File: src/rtl/riscv_defines.sv
// rtl/riscv_defines.sv - shared EX-stage operator constants and divider state encoding
package riscv_defines;

   localparam int MUL_OP_WIDTH = 3;
   localparam logic [MUL_OP_WIDTH-1:0] MUL_MAC32 = 3'b000;
   localparam logic [MUL_OP_WIDTH-1:0] MUL_MSU32 = 3'b001;
   localparam logic [MUL_OP_WIDTH-1:0] MUL_I     = 3'b010;
   localparam logic [MUL_OP_WIDTH-1:0] MUL_IR    = 3'b011;
   localparam logic [MUL_OP_WIDTH-1:0] MUL_DOT8  = 3'b100;
   localparam logic [MUL_OP_WIDTH-1:0] MUL_DOT16 = 3'b101;
   localparam logic [MUL_OP_WIDTH-1:0] MUL_H     = 3'b110;

   // bit 0 selects signed, bit 1 selects remainder
   localparam logic [1:0] DIV_DIVU = 2'b00;
   localparam logic [1:0] DIV_DIV  = 2'b01;
   localparam logic [1:0] DIV_REMU = 2'b10;
   localparam logic [1:0] DIV_REM  = 2'b11;

   localparam int DIV_STATE_WIDTH = 3;

   typedef enum logic [DIV_STATE_WIDTH-1:0] {
      DIV_IDLE,
      DIV_PREP,
      DIV_ITER,
      DIV_FIXUP,
      DIV_FINISH
   } div_state_e;

endpackage

File: src/rtl/riscv_div_clz.sv
// rtl/riscv_div_clz.sv - 32-bit leading-zero counter, returns 32 for a zero input
module riscv_div_clz (
   input  logic [31:0] data,
   output logic [5:0]  count
);

   // scanning upward lets the most significant set bit have the final say
   always_comb begin
      count = 6'd32;
      for (int i = 0; i < 32; i++) begin
         if (data[i]) count = 6'(31 - i);
      end
   end

endmodule

File: src/rtl/riscv_serial_div.sv
// rtl/riscv_serial_div.sv - radix-2 restoring divider for DIV/DIVU/REM/REMU; RISCV_DIV_EARLY_OUT_EN skips leading zeros
module riscv_serial_div
   import riscv_defines::*;
(
   input  logic        clk,
   input  logic        rst,
   input  logic        enable_i,
   input  logic [1:0]  operator_i,
   input  logic [31:0] op_a_i,
   input  logic [31:0] op_b_i,
   output logic [31:0] result_o,
   output logic        multicycle_o,
   output logic        ready_o,
   input  logic        ex_ready_i
);

   div_state_e  state, state_next;
   logic [1:0]  op_q;
   logic [31:0] a_q, b_q;
   logic [31:0] divisor, dividend, quotient;
   logic [32:0] remainder, rem_shift;
   logic [4:0]  count;
   logic        neg_q, neg_r;

   logic        is_signed, div_zero, overflow, rem_ge;
   logic [31:0] abs_a, abs_b, quo_fix, rem_fix;

   always_comb begin
      is_signed = op_q[0];
      abs_a     = (is_signed && a_q[31]) ? -a_q : a_q;
      abs_b     = (is_signed && b_q[31]) ? -b_q : b_q;
      div_zero  = (b_q == 32'd0);
      overflow  = is_signed && (a_q == 32'h8000_0000) && (b_q == 32'hFFFF_FFFF);
      rem_shift = {remainder[31:0], dividend[31]};
      rem_ge    = (rem_shift >= {1'b0, divisor});
      quo_fix   = neg_q ? -quotient : quotient;
      rem_fix   = neg_r ? -remainder[31:0] : remainder[31:0];
   end

`ifdef RISCV_DIV_EARLY_OUT_EN
   logic [5:0] lead_zeros;

   riscv_div_clz u_clz (
      .data  (abs_a),
      .count (lead_zeros)
   );
`endif

   always_ff @(posedge clk) begin
      if (rst) state <= DIV_IDLE;
      else     state <= state_next;
   end

   always_comb begin
      state_next   = state;
      ready_o      = 1'b0;
      multicycle_o = 1'b0;
      case (state)
         DIV_IDLE: begin
            ready_o = !enable_i;
            if (enable_i) state_next = DIV_PREP;
         end
         DIV_PREP: begin
            multicycle_o = 1'b1;
            if (div_zero || overflow)
               state_next = DIV_FINISH;
`ifdef RISCV_DIV_EARLY_OUT_EN
            else if (lead_zeros == 6'd32)
               state_next = DIV_FIXUP;
`endif
            else
               state_next = DIV_ITER;
         end
         DIV_ITER: begin
            multicycle_o = 1'b1;
            if (count == 5'd0) state_next = DIV_FIXUP;
         end
         DIV_FIXUP: begin
            multicycle_o = 1'b1;
            state_next   = DIV_FINISH;
         end
         DIV_FINISH: begin
            ready_o = 1'b1;
            if (ex_ready_i) state_next = DIV_IDLE;
         end
         default: state_next = DIV_IDLE;
      endcase
   end

   always_ff @(posedge clk) begin
      if (rst) begin
         op_q      <= 2'b00;
         a_q       <= 32'd0;
         b_q       <= 32'd0;
         divisor   <= 32'd0;
         dividend  <= 32'd0;
         quotient  <= 32'd0;
         remainder <= 33'd0;
         count     <= 5'd0;
         neg_q     <= 1'b0;
         neg_r     <= 1'b0;
         result_o  <= 32'd0;
      end else begin
         case (state)
            DIV_IDLE: begin
               if (enable_i) begin
                  op_q <= operator_i;
                  a_q  <= op_a_i;
                  b_q  <= op_b_i;
               end
            end
            DIV_PREP: begin
               neg_q     <= is_signed & (a_q[31] ^ b_q[31]);
               neg_r     <= is_signed & a_q[31];
               divisor   <= abs_b;
               remainder <= 33'd0;
               quotient  <= 32'd0;
`ifdef RISCV_DIV_EARLY_OUT_EN
               count     <= 5'(6'd31 - lead_zeros);
               dividend  <= abs_a << lead_zeros;
`else
               count     <= 5'd31;
               dividend  <= abs_a;
`endif
               // special cases bypass the iteration and publish straight away
               if (div_zero)
                  result_o <= op_q[1] ? a_q : 32'hFFFF_FFFF;
               else if (overflow)
                  result_o <= op_q[1] ? 32'd0 : 32'h8000_0000;
            end
            DIV_ITER: begin
               remainder <= rem_ge ? (rem_shift - {1'b0, divisor}) : rem_shift;
               quotient  <= {quotient[30:0], rem_ge};
               dividend  <= {dividend[30:0], 1'b0};
               count     <= count - 5'd1;
            end
            DIV_FIXUP: begin
               result_o <= op_q[1] ? rem_fix : quo_fix;
            end
            default: ;
         endcase
      end
   end

endmodule

File: config.mk
export PLATFORM = sky130hd
export DESIGN_NAME = riscv_serial_div
export DESIGN_NICKNAME = d
export VERILOG_FILES = /design/src/rtl/riscv_defines.sv /design/src/rtl/riscv_div_clz.sv /design/src/rtl/riscv_serial_div.sv
export SDC_FILE = /design/constraint.sdc
export NUM_CORES = 1
export LEC_CHECK = 0
export CAP_MARGIN = 20
export CELL_PAD_IN_SITES_DETAIL_PLACEMENT = 2
export CELL_PAD_IN_SITES_GLOBAL_PLACEMENT = 2
export CORE_ASPECT_RATIO = 0.9
export CORE_MARGIN = 3
export CORE_UTILIZATION = 35
export DETAILED_ROUTE_END_ITERATION = 10
export PLACE_DENSITY = 0.83
export SYNTH_ARGS = -nofsm -noshare
export SYNTH_HDL_FRONTEND = slang
export SYNTH_SLANG_ARGS = --single-unit
File: constraint.sdc
create_clock -name clk -period 3.9 [get_ports clk]
set_input_delay 0.78 -clock clk [delete_from_list [all_inputs] [get_ports clk]]
set_output_delay 0.78 -clock clk [all_outputs]
set_load 0.02 [all_outputs]
# After elaboration in Yosys (flattened, before gate mapping)
# Cells that the tools add are included.
# word_totals
register_bits,236
# classes
n_addsub,6
reduce_logical,15
bitwise,3
n_mux,22
n_eq_ne,10
magnitude_cmp,1
# op_table
op,count
$mux W32,10
$pmux W32 S2,4
$neg A32 Y32,4
$eq A32 B32 Y1 const B,2
$ge A33 B32 Y1,1
$logic_not A32 Y1,1
$sub A32 B32 Y32,1
$pmux W3 S5,1
$mux W3,4
$pmux W5 S2,1
$eq A3 B2 Y1 const B,2
$ne A2 B2 Y1 const B,3
$logic_not A5 Y1,1
$sub A5 B1 Y5 const B,1
$logic_and A1 B1 Y1,4
$reduce_and A2 Y1,2
$reduce_bool A2 Y1,2
$eq A3 B1 Y1 const B,1
$eq A3 B3 Y1 const B,1
$logic_not A3 Y1,1
$ne A3 B3 Y1 const B,1
$reduce_and A3 Y1,1
$reduce_or A3 Y1,1
$and A1 B1 Y1,2
other kinds (5),5

# Longest topological paths before layout
# Gate-level depths: netlist of run 1.
# depth
word_depth,6
ltp_mapped,12
ltp_nobuf,12

# Least setup slack after synthesis of run 1
# OpenSTA, ideal clock, no wires.
# synth_timing
path_type,flip-flop to flip-flop
start,register quotient[11]
end,register result_o[31]
slack_ns,1.154
setup_time_ns,0.132
t_required_ns,3.768
stages_incl_launch_ff,10
t_arrival_ns,2.614
path_cell_list,dfxtp_1 > or4_4 > or4_1 > buf_2 > or3_4 > o41ai_2 > xor2_1 > o22ai_1 > o21ai_1 > a21oi_1
# synth_via
elab_chain_cells,4
# synth_lines
item,line_no,source
from (decl),riscv_serial_div.sv:20,"logic [31:0] divisor, dividend, quotient;"
from (signal assigned),riscv_serial_div.sv:133,"quotient <= {quotient[30:0], rem_ge};"
$neg A32 Y32,riscv_serial_div.sv:36,quo_fix = neg_q ? -quotient : quotient;
$mux W32,riscv_serial_div.sv:36,
$mux W32,riscv_serial_div.sv:138,result_o <= op_q[1] ? rem_fix : quo_fix;
$pmux W32 S2,riscv_serial_div.sv:104,case (state)
to (signal assigned),riscv_serial_div.sv:127,result_o <= op_q[1] ? a_q : 32'hFFFF_FFFF;
to (signal assigned),riscv_serial_div.sv:129,result_o <= op_q[1] ? 32'd0 : 32'h8000_0000;
to (signal assigned),riscv_serial_div.sv:138,
to (decl),riscv_serial_div.sv:11,"output logic [31:0] result_o,"
# No other way between the ends.
# A chain may end at the register's enable or synchronous reset.

# Worst setup path after layout of run 1
# layout_timing
start,register remainder[15]
end,register remainder[5]
# layout_via
elab_chain_cells,3
# layout_lines
item,line_no,source
from (decl),riscv_serial_div.sv:21,"logic [32:0] remainder, rem_shift;"
from (signal assigned),riscv_serial_div.sv:132,"remainder <= rem_ge ? (rem_shift - {1'b0, divisor}) : rem_shift;"
$ge A33 B32 Y1,riscv_serial_div.sv:35,"rem_ge = (rem_shift >= {1'b0, divisor});"
$mux W32,riscv_serial_div.sv:132,
$pmux W32 S2,riscv_serial_div.sv:104,
# No other way between the ends.

==> qor_table.md, run 1 <==
| Group | Result | This run |
|:---|:---|:---|
| run status | Outcome | finished, final reports clean |
| logic synthesis | Dominant cell type by area after synthesis | sky130_fd_sc_hd__dfxtp_1 |
| logic synthesis | YS warnings | 0 |
| cts | Number of post-CTS setup repair buffers | 0 |
| sta | RSZ-0062 raised after global routing | no |
| logic synthesis | Ys async rst share | 0% |
| global routing | Via count of the first global-routing pass | 14800 |
| routing | First-pass detailed-route iteration total | 5 |
| logic synthesis | Seq/Total Area, Yosys | 34.5% |
| cts | Hold Buf Count CTS | 0 |
| global routing | Antenna violations before repair | 0 |
| global routing | Maximum number of pins on one net before global-route repair | 71 |
| routing | DR vias/cell | 5.88 |
| global routing | Wire length of the first global-routing pass | 86.5 mm |
| logic synthesis | Count of distinct cell types in the synthesized netlist | 67 |
| layout | Area growth from synthesis to layout | 18.1% |
| cts | Number of gates resized after CTS | 0 |
| sta | Max Clk Rate | 289 MHz |
| logic synthesis | Synth Flop Type | sky130_fd_sc_hd__dfxtp_1 |
| floorplan | Effective utilization at floorplan | 35.6% |
| sta | Post-route minimum period | 3.46 ns |
| sta | Post-Route Skew | 0.0182 ns |
| layout | Layout Utilization | 42.0% |
| floorplan | Die Area | 41600 um2 |
| critical path | Worst R2R Start | remainder[15] |
| sta | # setup viols final | 0 |
| layout | Ant diodes | 0 |
| global routing | Total routing resource utilization after global routing | 25.7% |
| power and ir drop | Power per unit of standard cell area | 689 nW/um2 |
| layout | Commonest cells after routing, fill and taps aside | sky130_fd_sc_hd__nand2_1 (293), sky130_fd_sc_hd__dfxtp_1 (236), sky130_fd_sc_hd__a21oi_1 (174) |
| critical path | Worst Path Class, Setup | reg -> reg |
| cts | Clock-pin transition on the worst setup and hold timing paths | 0.06 ns |
| sta | Slew @ Worst Pin | 1.06 ns |
| logic synthesis | Number of enable-type register cells in the synthesized netlist | 0 |
| cts | Buffer levels on the longest clock path | 3 |
| routing | # DRC | 0 |
| logic synthesis | Seq cells post-synth | 236 |
| logic synthesis | Net count after synthesis | 1915 |
| logic synthesis | Fraction of post-synthesis cell area in the top cell type by area | 34.5% |
| global routing | Total congestion overflow after global routing | 0 |
| floorplan | Area of the placeable core | 38500 um2 |
| critical path | Critical Path End Type | register |
| power and ir drop | Leakage | 6.10 nW |
| layout | Final-stage net count | 1957 |
| critical path | Highest fanout seen on the critical path | 14 |
| sta | Max-slew violations | 0 |
| critical path | Arr. time, crit path | 3.97 ns |
| floorplan | DIE WIDTH | 215 um |
| placement | Port Buf Inserts | 103 |
| cts | Number of H-tree levels | 1 |
| critical path | Required time worst endpoint | 4.41 ns |
| sta | Max-slew headroom at the worst pin | 29.3% |
| layout | Share of cells above drive strength 1 | 5.94% |
| routing | Average detailed-routed wire length per instance | 23.0 um |
| routing | Number of design-rule violations left by the first detailed-router iteration | 1005 |
| logic synthesis | Cell area after technology mapping | 13700 um2 |
| logic synthesis | Dominant cells by area after synthesis | sky130_fd_sc_hd__dfxtp_1 (34%), sky130_fd_sc_hd__nand2_1 (8.0%), sky130_fd_sc_hd__a21oi_1 (6.4%) |
| placement | DP Wirelength | 39.8 mm |
| critical path | Launch point of the critical path | remainder[15] |
| placement | Final Wtd Congestion | 0.882 |
| cts | Clock buffer count from CTS | 28 |
| layout | Post-layout instance count excluding filler cells | 2394 |
| floorplan | Std cell rows | 68 |
| placement | Number of placed instances, taps included | 2341 |
| routing | Remaining antenna violation count | 0 |
| sta | Total Negative Setup Slacks | 0 ns |
| run | # Max-Cap Violations | 0 |
| min path | Path type of the worst min-delay path | reg -> reg |
| routing | Vias post-DR | 14100 |
| sta | Share of the cycle needed by the critical path after routing | 88.7% |
| cts | TritonCTS Sinks | 236 |
| power and ir drop | Worst IR Drop VDD | 0.413 mV |
| routing | Total Wirelength | 55.0 mm |
| min path | HP Start | result_o[9] |
| sta | Final Hold Viols | 0 |
| critical path | Category of the worst setup path launch point | register |
| logic synthesis | Syn Inst Count | 1805 |
| cts | TritonCTS clock tree | done |
| floorplan | DIE HEIGHT | 194 um |
| floorplan | Ports | 104 |
| cts | Clock latency at the later pin of the worst-skew pair | 0.58 ns |
| logic synthesis | Mean post-synth cell area | 7.60 um2 |
| layout | Most common cell after layout, fill and taps aside | sky130_fd_sc_hd__nand2_1 |
| cts | Clock root buffer | sky130_fd_sc_hd__clkbuf_16 |
## state kept, by name (all words and copies together), names as in the netlist
| name | cells |
|---|---|
| count | 5 |
| divisor | 32 |
| state | 3 |
| neg_q | 1 |
| dividend | 32 |
| b_q | 32 |
| a_q | 32 |
| op_q | 2 |
| neg_r | 1 |
| result_o | 32 |
| remainder | 32 |
| quotient | 32 |
## logic make-up (layout without fill, tap and decap cells)
family | Yosys count | count (layout) | synth area share (%)
AOI/OAI and AO/OA | 536 | 536 | 25.5
and+or+nand+nor | 663 | 663 | 21.9
adders and majority gates | 40 | 40 | 3.70
xor gates and xnor gates | 143 | 143 | 9.13
buffers and inverters | 184 | 248 | 5.08
muxes | 3 | 3 | 0.219
DFF | 236 | 236 | 34.5
## worst max-delay path, cell delays in order, from the launching register on
cell                       delay, ns
sky130_fd_sc_hd__dfxtp_1        0.67
sky130_fd_sc_hd__ha_1           0.41
sky130_fd_sc_hd__a21oi_1        0.26
sky130_fd_sc_hd__o211ai_1       0.15
sky130_fd_sc_hd__a41oi_1        0.24
sky130_fd_sc_hd__o311ai_1       0.23
sky130_fd_sc_hd__a21oi_1        0.34
sky130_fd_sc_hd__o21a_1         0.56
sky130_fd_sc_hd__buf_4          0.31
sky130_fd_sc_hd__nand3_1        0.10
sky130_fd_sc_hd__nand3_1        0.11
## through the flow
| stage | worst slack [ns] | power [mW] | hold WS, ns | instance area [um2] |
|---|---|---|---|---|
| finish | 0.442 | 11.2 | 0.456 | 16200 |
| floorplan | 1.15 | 6.49 | 0.432 | 13700 |
| global route | 0.165 | 11.9 | 0.492 | 16200 |
| detailed placement | 0.492 | 8.39 | 0.455 | 15200 |
| global placement | 0.703 | 8.16 | 0.446 | 15200 |
| CTS | 0.440 | 11.1 | 0.464 | 16200 |
## final cells by class
type	count	area, um2
Tap cell	525	657
Fill cell	4350	22400
Sequential cell	236	4720
Inverter	51	191
Multi-Input combinational cell	1385	8330
Timing Repair Buffer	145	1360
Clock inverter	9	87.6
Clock buffer	43	837
## synthesized netlist by cell type (4+ instances only)
cell                       number
sky130_fd_sc_hd__o211ai_1      25
sky130_fd_sc_hd__clkbuf_1     120
sky130_fd_sc_hd__xnor2_1       71
sky130_fd_sc_hd__or3_1         25
sky130_fd_sc_hd__o31ai_1       33
sky130_fd_sc_hd__inv_1         51
sky130_fd_sc_hd__o22ai_1        7
sky130_fd_sc_hd__a32o_1         4
sky130_fd_sc_hd__nand2_1      294
sky130_fd_sc_hd__a22oi_1       66
sky130_fd_sc_hd__nor4_1        17
sky130_fd_sc_hd__a32oi_1       14
sky130_fd_sc_hd__ha_1          39
sky130_fd_sc_hd__nor2_1       136
sky130_fd_sc_hd__o21a_1         4
sky130_fd_sc_hd__nor3_1        27
sky130_fd_sc_hd__buf_2          5
sky130_fd_sc_hd__buf_1          8
sky130_fd_sc_hd__and2_1        12
sky130_fd_sc_hd__or2_2          6
sky130_fd_sc_hd__nand2b_1      10
sky130_fd_sc_hd__o21ai_1        8
sky130_fd_sc_hd__and3_1        13
sky130_fd_sc_hd__a21o_1        21
sky130_fd_sc_hd__xor2_1        72
sky130_fd_sc_hd__a221oi_1      10
sky130_fd_sc_hd__nand4_1       14
sky130_fd_sc_hd__nand3_1       70
sky130_fd_sc_hd__or4_1         15
sky130_fd_sc_hd__a41oi_1        4
sky130_fd_sc_hd__a311oi_1       6
sky130_fd_sc_hd__a31oi_1       21
sky130_fd_sc_hd__nor2b_1        6
sky130_fd_sc_hd__o21ai_0       68
sky130_fd_sc_hd__nor3b_1        5
sky130_fd_sc_hd__a211oi_1      32
sky130_fd_sc_hd__a21oi_1      174
sky130_fd_sc_hd__o41ai_1       15
sky130_fd_sc_hd__dfxtp_1      236
## report_power, final
group	switching, mW	internal (mW)
Clock	1.15	1.54
Sequential	0.337	2.62
Combinational	3.60	1.91
Total	5.08	6.07
## routing by layer
layer | GRT usage (%) | vias up | part of all wire (%)
li1 | - | 6543 | -
met1 | 36.6 | 7113 | 48
met2 | 41.1 | 325 | 45
met3 | 3.26 | 89 | 4.4
met4 | 6.63 | 0 | 2.9
met5 | 0 | - | 0
## worst paths after layout
kind                                endpoint  slack, ns  cells after the start
worst max-delay path            remainder[5]       0.44                     10
worst max register to register  remainder[5]       0.44                     10
worst min register to register   result_o[9]       0.46                      2
worst min-delay path             result_o[9]       0.46                      2
Power figures use the tool's default switching activity.
==> run 2, diff against run 1 <==
--- a/config.mk
+++ b/config.mk
@@ -5,6 +5,7 @@
 export SDC_FILE = /design/constraint.sdc
 export NUM_CORES = 1
 export LEC_CHECK = 0
+export ABC_AREA = 0
 export CAP_MARGIN = 20
 export CELL_PAD_IN_SITES_DETAIL_PLACEMENT = 2
 export CELL_PAD_IN_SITES_GLOBAL_PLACEMENT = 2
==> results of run 2 <==
The final DEF is identical to that of run 1; final timing and power are the same.
==> run 3, diff against run 2 <==
--- a/config.mk
+++ b/config.mk
@@ -14,6 +14,7 @@
 export CORE_UTILIZATION = 35
 export DETAILED_ROUTE_END_ITERATION = 10
 export PLACE_DENSITY = 0.83
+export SKIP_CTS_REPAIR_TIMING = 1
 export SYNTH_ARGS = -nofsm -noshare
 export SYNTH_HDL_FRONTEND = slang
 export SYNTH_SLANG_ARGS = --single-unit
==> results of run 3 <==
The final DEF is identical to that of run 1; final timing and power are the same.
